===== config.mk =====
export PLATFORM = sky130hd
export DESIGN_NAME = serial_adder
export DESIGN_NICKNAME = d
export VERILOG_FILES = /design/src/rtl/arith_pkg.sv /design/src/rtl/full_adder_bit.sv /design/src/rtl/serial_adder.sv
export SDC_FILE = /design/constraint.sdc
export NUM_CORES = 1
export LEC_CHECK = 0
export CAP_MARGIN = 10
export CORE_MARGIN = 1
export CORE_UTILIZATION = 57
export DETAILED_ROUTE_END_ITERATION = 10
export PLACE_DENSITY = 0.84
export SLEW_MARGIN = 20
export SYNTH_ARGS = -nofsm -noshare
export SYNTH_HDL_FRONTEND = slang
export SYNTH_HIERARCHICAL = 1
export SYNTH_SLANG_ARGS = --single-unit

===== constraint.sdc =====
create_clock -name clk -period 7 [get_ports clk]
set_clock_uncertainty 0.2 [all_clocks]
set_input_delay 1.4 -clock clk [delete_from_list [all_inputs] [get_ports clk]]
set_output_delay 1.4 -clock clk [all_outputs]
set_load 0.03 [all_outputs]

===== src/rtl/arith_pkg.sv =====
// rtl/arith_pkg.sv - shared state encoding and slice-count helper for serial arithmetic units
package arith_pkg;

  typedef enum logic [1:0] {
    IDLE = 2'd0,
    RUN  = 2'd1,
    DONE = 2'd2
  } state_t;

  // Guarded so a zero slice width reaches the elaboration check instead of dividing by zero.
  function automatic int slice_count(input int width, input int bits_per_cycle);
    return (bits_per_cycle > 0) ? width / bits_per_cycle : 1;
  endfunction

endpackage


===== src/rtl/full_adder_bit.sv =====
// rtl/full_adder_bit.sv - single-bit full adder, chained as a ripple inside one slice
module full_adder_bit (
  input  logic A,
  input  logic B,
  input  logic Ci,
  output logic S,
  output logic Co
);

  assign S  = A ^ B ^ Ci;
  assign Co = (A & B) | (Ci & (A ^ B));

endmodule


===== src/rtl/serial_adder.sv =====
// rtl/serial_adder.sv - multi-cycle add/subtract, one BITS_PER_CYCLE slice per clock, LSB slice first
module serial_adder
  import arith_pkg::*;
#(
  parameter int WIDTH          = 8,
  parameter int BITS_PER_CYCLE = 1
) (
  input  logic             clk,
  input  logic             rst,
  input  logic             start,
  input  logic             sub,
  input  logic [WIDTH-1:0] A,
  input  logic [WIDTH-1:0] B,
  input  logic             Ci,
  output logic [WIDTH-1:0] S,
  output logic             Co,
  output logic             ovf,
  output logic             busy,
  output logic             done
);

  localparam int N     = slice_count(WIDTH, BITS_PER_CYCLE);
  localparam int CNT_W = (N > 1) ? $clog2(N) : 1;
  localparam logic [CNT_W-1:0] LAST = CNT_W'(N - 1);

  if (WIDTH < 2 || BITS_PER_CYCLE < 1 || (WIDTH % BITS_PER_CYCLE) != 0) begin : g_bad_cfg
    $error("serial_adder: BITS_PER_CYCLE must divide WIDTH and WIDTH must be at least 2");
  end

  state_t state_q, state_d;
  logic   load, step, last;

  logic [WIDTH-1:0] a_r, b_r, s_r, s_next;
  logic             carry_q;
  logic [CNT_W-1:0] cnt_q;

  logic [BITS_PER_CYCLE-1:0] a_sl, b_sl, sum_sl;
  logic [BITS_PER_CYCLE:0]   c;

  always_comb begin
    state_d = state_q;
    load    = 1'b0;
    step    = 1'b0;
    case (state_q)
      IDLE: begin
        if (start) begin
          load    = 1'b1;
          state_d = RUN;
        end
      end
      RUN: begin
        step = 1'b1;
        if (cnt_q == LAST) state_d = DONE;
      end
      DONE: begin
        if (start) begin
          load    = 1'b1;
          state_d = RUN;
        end else begin
          state_d = IDLE;
        end
      end
      default: state_d = IDLE;
    endcase
  end

  assign last = step && (cnt_q == LAST);
  assign busy = (state_q == RUN);
  assign done = (state_q == DONE);

  // s_next is the partial sum with the current slice merged in; on the final slice it is the full result.
  always_comb begin
    int base;
    base   = int'(cnt_q) * BITS_PER_CYCLE;
    a_sl   = a_r[base +: BITS_PER_CYCLE];
    b_sl   = b_r[base +: BITS_PER_CYCLE];
    s_next = s_r;
    s_next[base +: BITS_PER_CYCLE] = sum_sl;
  end

  assign c[0] = carry_q;

  for (genvar i = 0; i < BITS_PER_CYCLE; i++) begin : g_fa
    full_adder_bit u_fa (
      .A  (a_sl[i]),
      .B  (b_sl[i]),
      .Ci (c[i]),
      .S  (sum_sl[i]),
      .Co (c[i+1])
    );
  end

  always_ff @(posedge clk) begin
    if (rst) begin
      state_q <= IDLE;
      a_r     <= '0;
      b_r     <= '0;
      s_r     <= '0;
      carry_q <= 1'b0;
      cnt_q   <= '0;
      S       <= '0;
      Co      <= 1'b0;
      ovf     <= 1'b0;
    end else begin
      state_q <= state_d;
      if (load) begin
        // Subtraction is A + ~B + ~Ci, so the inversion happens once at capture.
        a_r     <= A;
        b_r     <= sub ? ~B : B;
        carry_q <= sub ? ~Ci : Ci;
        cnt_q   <= '0;
      end else if (step) begin
        s_r     <= s_next;
        carry_q <= c[BITS_PER_CYCLE];
        if (!last) cnt_q <= cnt_q + CNT_W'(1);
      end
      if (last) begin
        S   <= s_next;
        Co  <= c[BITS_PER_CYCLE];
        ovf <= c[BITS_PER_CYCLE] ^ c[BITS_PER_CYCLE-1];
      end
    end
  end

endmodule

=== After elaboration in Yosys (flattened, before gate mapping) ===
Cells that the tools add are included.

* Register bits after elaboration: 40
* Input port bits: 21

* $add $sub $neg: 2
* Equal/unequal tests: 5
* Shift operators: 4
* Muxes and demuxes: 12
* Bitwise operators: 10
* Reduce and logical (&&, ||, !) cells: 8

{| class="wikitable"
|+ Operator list
! kind !! count
|-
| $neg A3 Y33 || 1
|-
| $shift A1 B33 Y8 const A || 1
|-
| $shiftx A1 B33 Y8 || 1
|-
| $shiftx A8 B4 Y1 || 2
|-
| $bwmux W8 || 1
|-
| $mux W8 || 1
|-
| $not A8 Y8 || 1
|-
| $mux W1 || 7
|-
| $pmux W2 S3 || 1
|-
| $reduce_and A2 Y1 || 3
|-
| $mux W2 || 2
|-
| $reduce_or A2 Y1 || 2
|-
| $add A3 B1 Y3 const B || 1
|-
| $eq A3 B3 Y1 const B || 1
|-
| $not A1 Y1 || 3
|-
| $xor A1 B1 Y1 || 3
|-
| $and A1 B1 Y1 || 2
|-
| $eq A2 B1 Y1 const B || 1
|-
| $eq A2 B2 Y1 const B || 1
|-
| $logic_not A2 Y1 || 1
|-
| $ne A2 B1 Y1 const B || 1
|-
| $ne A2 B2 Y1 const B || 1
|-
| $reduce_bool A2 Y1 || 1
|-
| $logic_and A1 B1 Y1 || 1
|-
| $or A1 B1 Y1 || 1
|}

=== Depth between registers and ports, before layout ===
* Depth in word-level cells: 6
* Mapped depth: 8
* Depth with buffers taken out: 7

=== Modules after synthesis ===
Netlist, hierarchy kept.

{| class="wikitable"
|+ By module, submodules not included
! module !! times used !! cells each !! area an instance (um^2) !! seq. area each (um^2)
|-
| serial_adder || 1 || 227 || 2,026.9 || 800.8
|-
| full_adder_bit || 1 || 1 || 20.0 || 0.0
|}

=== Worst setup path before layout ===
OpenSTA, ideal clock, no wires.

* Kind: reg-to-reg
* From: register cnt_q[0]
* To: register S[0]
* Arrival time: 2,825 ps
* Slack: 3,869 ps
* Stages on the path, launching flop included: 9
* Buffers on the path: 1
* Clock period less this slack: 3,131 ps
* Cell sequence: dfxtp_1 buf_2 mux4_2 nand2_1 nand2_1 fa_1 or3b_2 or4b_1 o311ai_0

* Longest elaborated chain between the ends: 5
* Elaborated cells between the ends (all ways): 10

{| class="wikitable"
|+ Ends and longest elaborated chain
! item !! line !! source
|-
| start: declaration || serial_adder.sv:35 || <nowiki>logic [CNT_W-1:0] cnt_q;</nowiki>
|-
| start signal: assignment || serial_adder.sv:115 || <nowiki>if (!last) cnt_q <= cnt_q + CNT_W'(1);</nowiki>
|-
| $shiftx A8 B4 Y1 || serial_adder.sv:75 || <nowiki>a_sl = a_r[base +: BITS_PER_CYCLE];</nowiki>
|-
| via a_sl || serial_adder.sv:37 || <nowiki>logic [BITS_PER_CYCLE-1:0] a_sl, b_sl, sum_sl;</nowiki>
|-
| $xor A1 B1 Y1 (2 in series) || full_adder_bit.sv:10 || <nowiki>assign S = A ^ B ^ Ci;</nowiki>
|-
| via sum_sl || serial_adder.sv:37 ||
|-
| $shiftx A1 B33 Y8 || serial_adder.sv:78 || <nowiki>s_next[base +: BITS_PER_CYCLE] = sum_sl;</nowiki>
|-
| $bwmux W8 || serial_adder.sv:78 ||
|-
| end signal: assignment || serial_adder.sv:118 || <nowiki>S <= s_next;</nowiki>
|-
| end: declaration || serial_adder.sv:15 || <nowiki>output logic [WIDTH-1:0] S,</nowiki>
|}

The timed path passes the listed nets, and every way through them passes these cells.
A chain may end at the register's enable or synchronous reset.

=== Worst setup path after layout ===
* From: register state_q[0]
* To: output port busy

* Longest elaborated chain between the ends: 1

{| class="wikitable"
|+ Ends and longest elaborated chain
! item !! line !! source
|-
| start: declaration || serial_adder.sv:30 || <nowiki>state_t state_q, state_d;</nowiki>
|-
| start signal: assignment || serial_adder.sv:105 || <nowiki>state_q <= state_d;</nowiki>
|-
| $eq A2 B1 Y1 || serial_adder.sv:68 || <nowiki>assign busy = (state_q == RUN);</nowiki>
|-
| end: declaration || serial_adder.sv:18 || <nowiki>output logic busy,</nowiki>
|}

No other way between the ends.

==> results.py <==
metrics = {
    "run_status": {
        "status": "completed",
    },
    "yosys": {
        "syn_area_per_cell_sq_um": 8.98,
        "ys.flop_type": "dfxtp_1",
        "async_flop_share_pct": 0,
        "yosysWarnings": 6,
        "synth_seq_cells": 40,
        "yosysSeqAreaShare_pct": 39.1,
        "synthesis.area_sq_um": 2050,
        "ys_types": 35,
        "synth_cells": 228,
        "synth_edf_count": 0,
        "syn-num-nets": 257,
    },
    "floorplan": {
        "ioPinCount": 33,
        "die_w_um": 61.9,
        "row_count": 21,
        "core_area_sq_um": 3390,
        "start_util_pct": 60.4,
        "die-area_sq_um": 3830,
        "dieHeight_um": 61.9,
    },
    "sta": {
        "fmax_mhz": 269,
        "worst_slew_margin_rel_pct": 32.4,
        "hold_viol_final": 0,
        "tightest_slew_ps": 1010,
        "fin_setup_tns_ps": 0,
        "fin_crit_ps": 3720,
        "drv_slew": 0,
        "finalCritPeriodShare_pct": 53.1,
        "rsz0062_at_grt": "false",
        "setup_viol": 0,
    },
    "detailed_routing": {
        "dr.pass1.iters": 5,
        "drt_iter0_drc": 60,
        "wl_per_cell_um": 12.1,
        "postRouteAntennaNets": 0,
        "drc_errors": 0,
        "vias": 1621,
        "routed_wl_mm": 3.63,
        "viasPerCell": 5.42,
    },
    "worst_setup_path": {
        "path_cells": "nor2b_1, clkdlybuf4s50_1",
        "cp.required_ps": 5400,
        "critPathCaptureType": "primary output",
        "slowest_delay_ps": 790,
        "crit_cells": 2,
        "cp-start-kind": "flip-flop",
        "r2r_cells": 7,
        "cp_num_buf_inv": 1,
        "slowest_stage": "clkdlybuf4s50_1",
        "rrSetupSlack_ps": 3590,
        "crit_family": "buffers and inverters",
        "cp_max_fo": 10,
        "critPathKind": "reg -> out",
        "critPathArrivalTime_ps": 2120,
    },
    "worst_hold_path": {
        "hold_depth": 2,
        "hp-class": "reg -> reg",
    },
    "clocking": {
        "ctsHoldBuffers": 0,
        "tritoncts": "done",
        "cts-root-buf": "clkbuf_4",
        "clockBufferDepth": 2,
        "cts_max_level": 2,
        "cts_buffers": 5,
        "ctsResizeCount": 0,
        "cts_setup_buffers": 0,
        "insertion_delay_ps": 330,
        "clk_pin_slew_ps": 110,
        "numClockSinks": 40,
    },
    "grt": {
        "track_usage_pct": 21.3,
        "overflow": 0,
        "grt_pass1_wl_mm": 5.91,
        "grt_pass1_vias": 1412,
        "grt_max_degree": 46,
        "antenna_found_initial": 0,
    },
    "layout": {
        "stdcell_area_sq_um": 2430,
        "diodes": 0,
        "syn_to_final_growth_pct": 18.8,
        "most-common-layout-cells": "40 x dfxtp_1, 32 x clkdlybuf4s50_1, 27 x nand2_1, 21 x nor2_1, 18 x nand2b_1",
        "post-route-util_pct": 71.7,
        "final_common_cell": "dfxtp_1",
        "nNetsFinal": 281,
        "drive_gt1_share_pct": 5.93,
    },
    "power": {
        "power_uw": 434,
        "leakagePower_uw": 0.000833,
        "ir_worst_vdd_mv": 0.137,
        "power_density_nw_per_um2": 179,
    },
    "run": {
        "maxCapViolations": 0,
    },
    "placed_design": {
        "dp_hpwl_mm": 2.60,
        "io_buffers": 32,
        "gp_congestion": 0.733,
        "placed_cell_area_sq_um": 2370,
    },
}
## final timing paths
kind | startpoint | endpoint
max | state_q[0]$_SDFFE_PP0P_ | busy
min | a_r[2]$_SDFFE_PP0P_ | a_r[2]$_SDFFE_PP0P_
max reg2reg | cnt_q[0]$_SDFFE_PP0P_ | S[0]$_SDFFE_PP0P_
min reg2reg | a_r[2]$_SDFFE_PP0P_ | a_r[2]$_SDFFE_PP0P_
## kinds of logic (layout without fill, tap and decap cells)
logic type | after synthesis | after routing | share of synthesized area [%]
AND/OR/NAND/NOR | 100 | 100 | 26.3
flip-flops | 40 | 40 | 39.1
AO/OA/AOI/OAI | 34 | 34 | 11.0
buffers and inverters | 20 | 45 | 3.85
multiplexers | 15 | 15 | 9.78
XOR/XNOR | 11 | 11 | 4.71
adder cells (fa/ha/maj) | 8 | 8 | 5.26
## synth_stat cells, drive strengths merged, types with 3 or more instances
cell	count	area, sq um
xnor2	10	87.6
inv	3	11.3
nand3	3	15.0
buf	5	22.5
ha	7	87.6
a21oi	9	45.0
mux2i	11	110
nand2	27	101
nor3	4	20.0
nand4	4	25.0
o21ai	7	35.0
a211oi	10	75.1
dfxtp	40	801
nor2	21	78.8
nand3b	3	22.5
nor3b	6	45.0
nand2b	18	113
nor2b	3	18.8
mux4	4	90.1
clkbuf	12	45.0
a311oi	7	61.3
## report_power, final
group / internal, uW / switching, uW / total (uW)
combinational: 38.1 / 34.7 / 72.8
clock: 49.6 / 68.1 / 118
sequential: 237 / 7.40 / 244
## final cells by class
type	count	area, sq um
inverters	3	11.3
flip-flops and latches	40	801
multi-input cells	168	1170
well taps	46	57.6
repair buffers	34	335
clock buffers	8	58.8
fillers	260	958
## layer usage
layer / GRT usage, % / up-vias / wire length [um]
met3: 6.42 / 6 / 125
met2: 37.2 / 41 / 1820
met1: 24.5 / 729 / 1630
met5: 0 / - / 0
met4: 8.25 / 0 / 57
li1: - / 845 / -
## through the flow
| step | worst slack (ps) | hold WS (ps) | std cells |
|---|---|---|---|
| floorplan | 3870 | 233 | 228 |
| global placement | 3600 | 243 | 291 |
| detailed placement | 3570 | 247 | 291 |
| CTS | 3250 | 262 | 299 |
| global route | 3140 | 281 | 299 |
| finish | 3280 | 261 | 299 |
## worst register-to-register path, stage by stage, from the launching register on
cell and delay, ps:
dfxtp_1 720, mux4_2 580, nand2_1 80, nand2_1 70
fa_1 650, or3b_2 470, or4b_1 460, o311ai_0 90
## sequential cells by signal (all words and copies together), names as in the netlist
signal	count
carry_q	1
Co	1
state_q	2
s_r	8
ovf	1
b_r	8
cnt_q	3
a_r	8
S	8
Power figures use the tool's default switching activity.
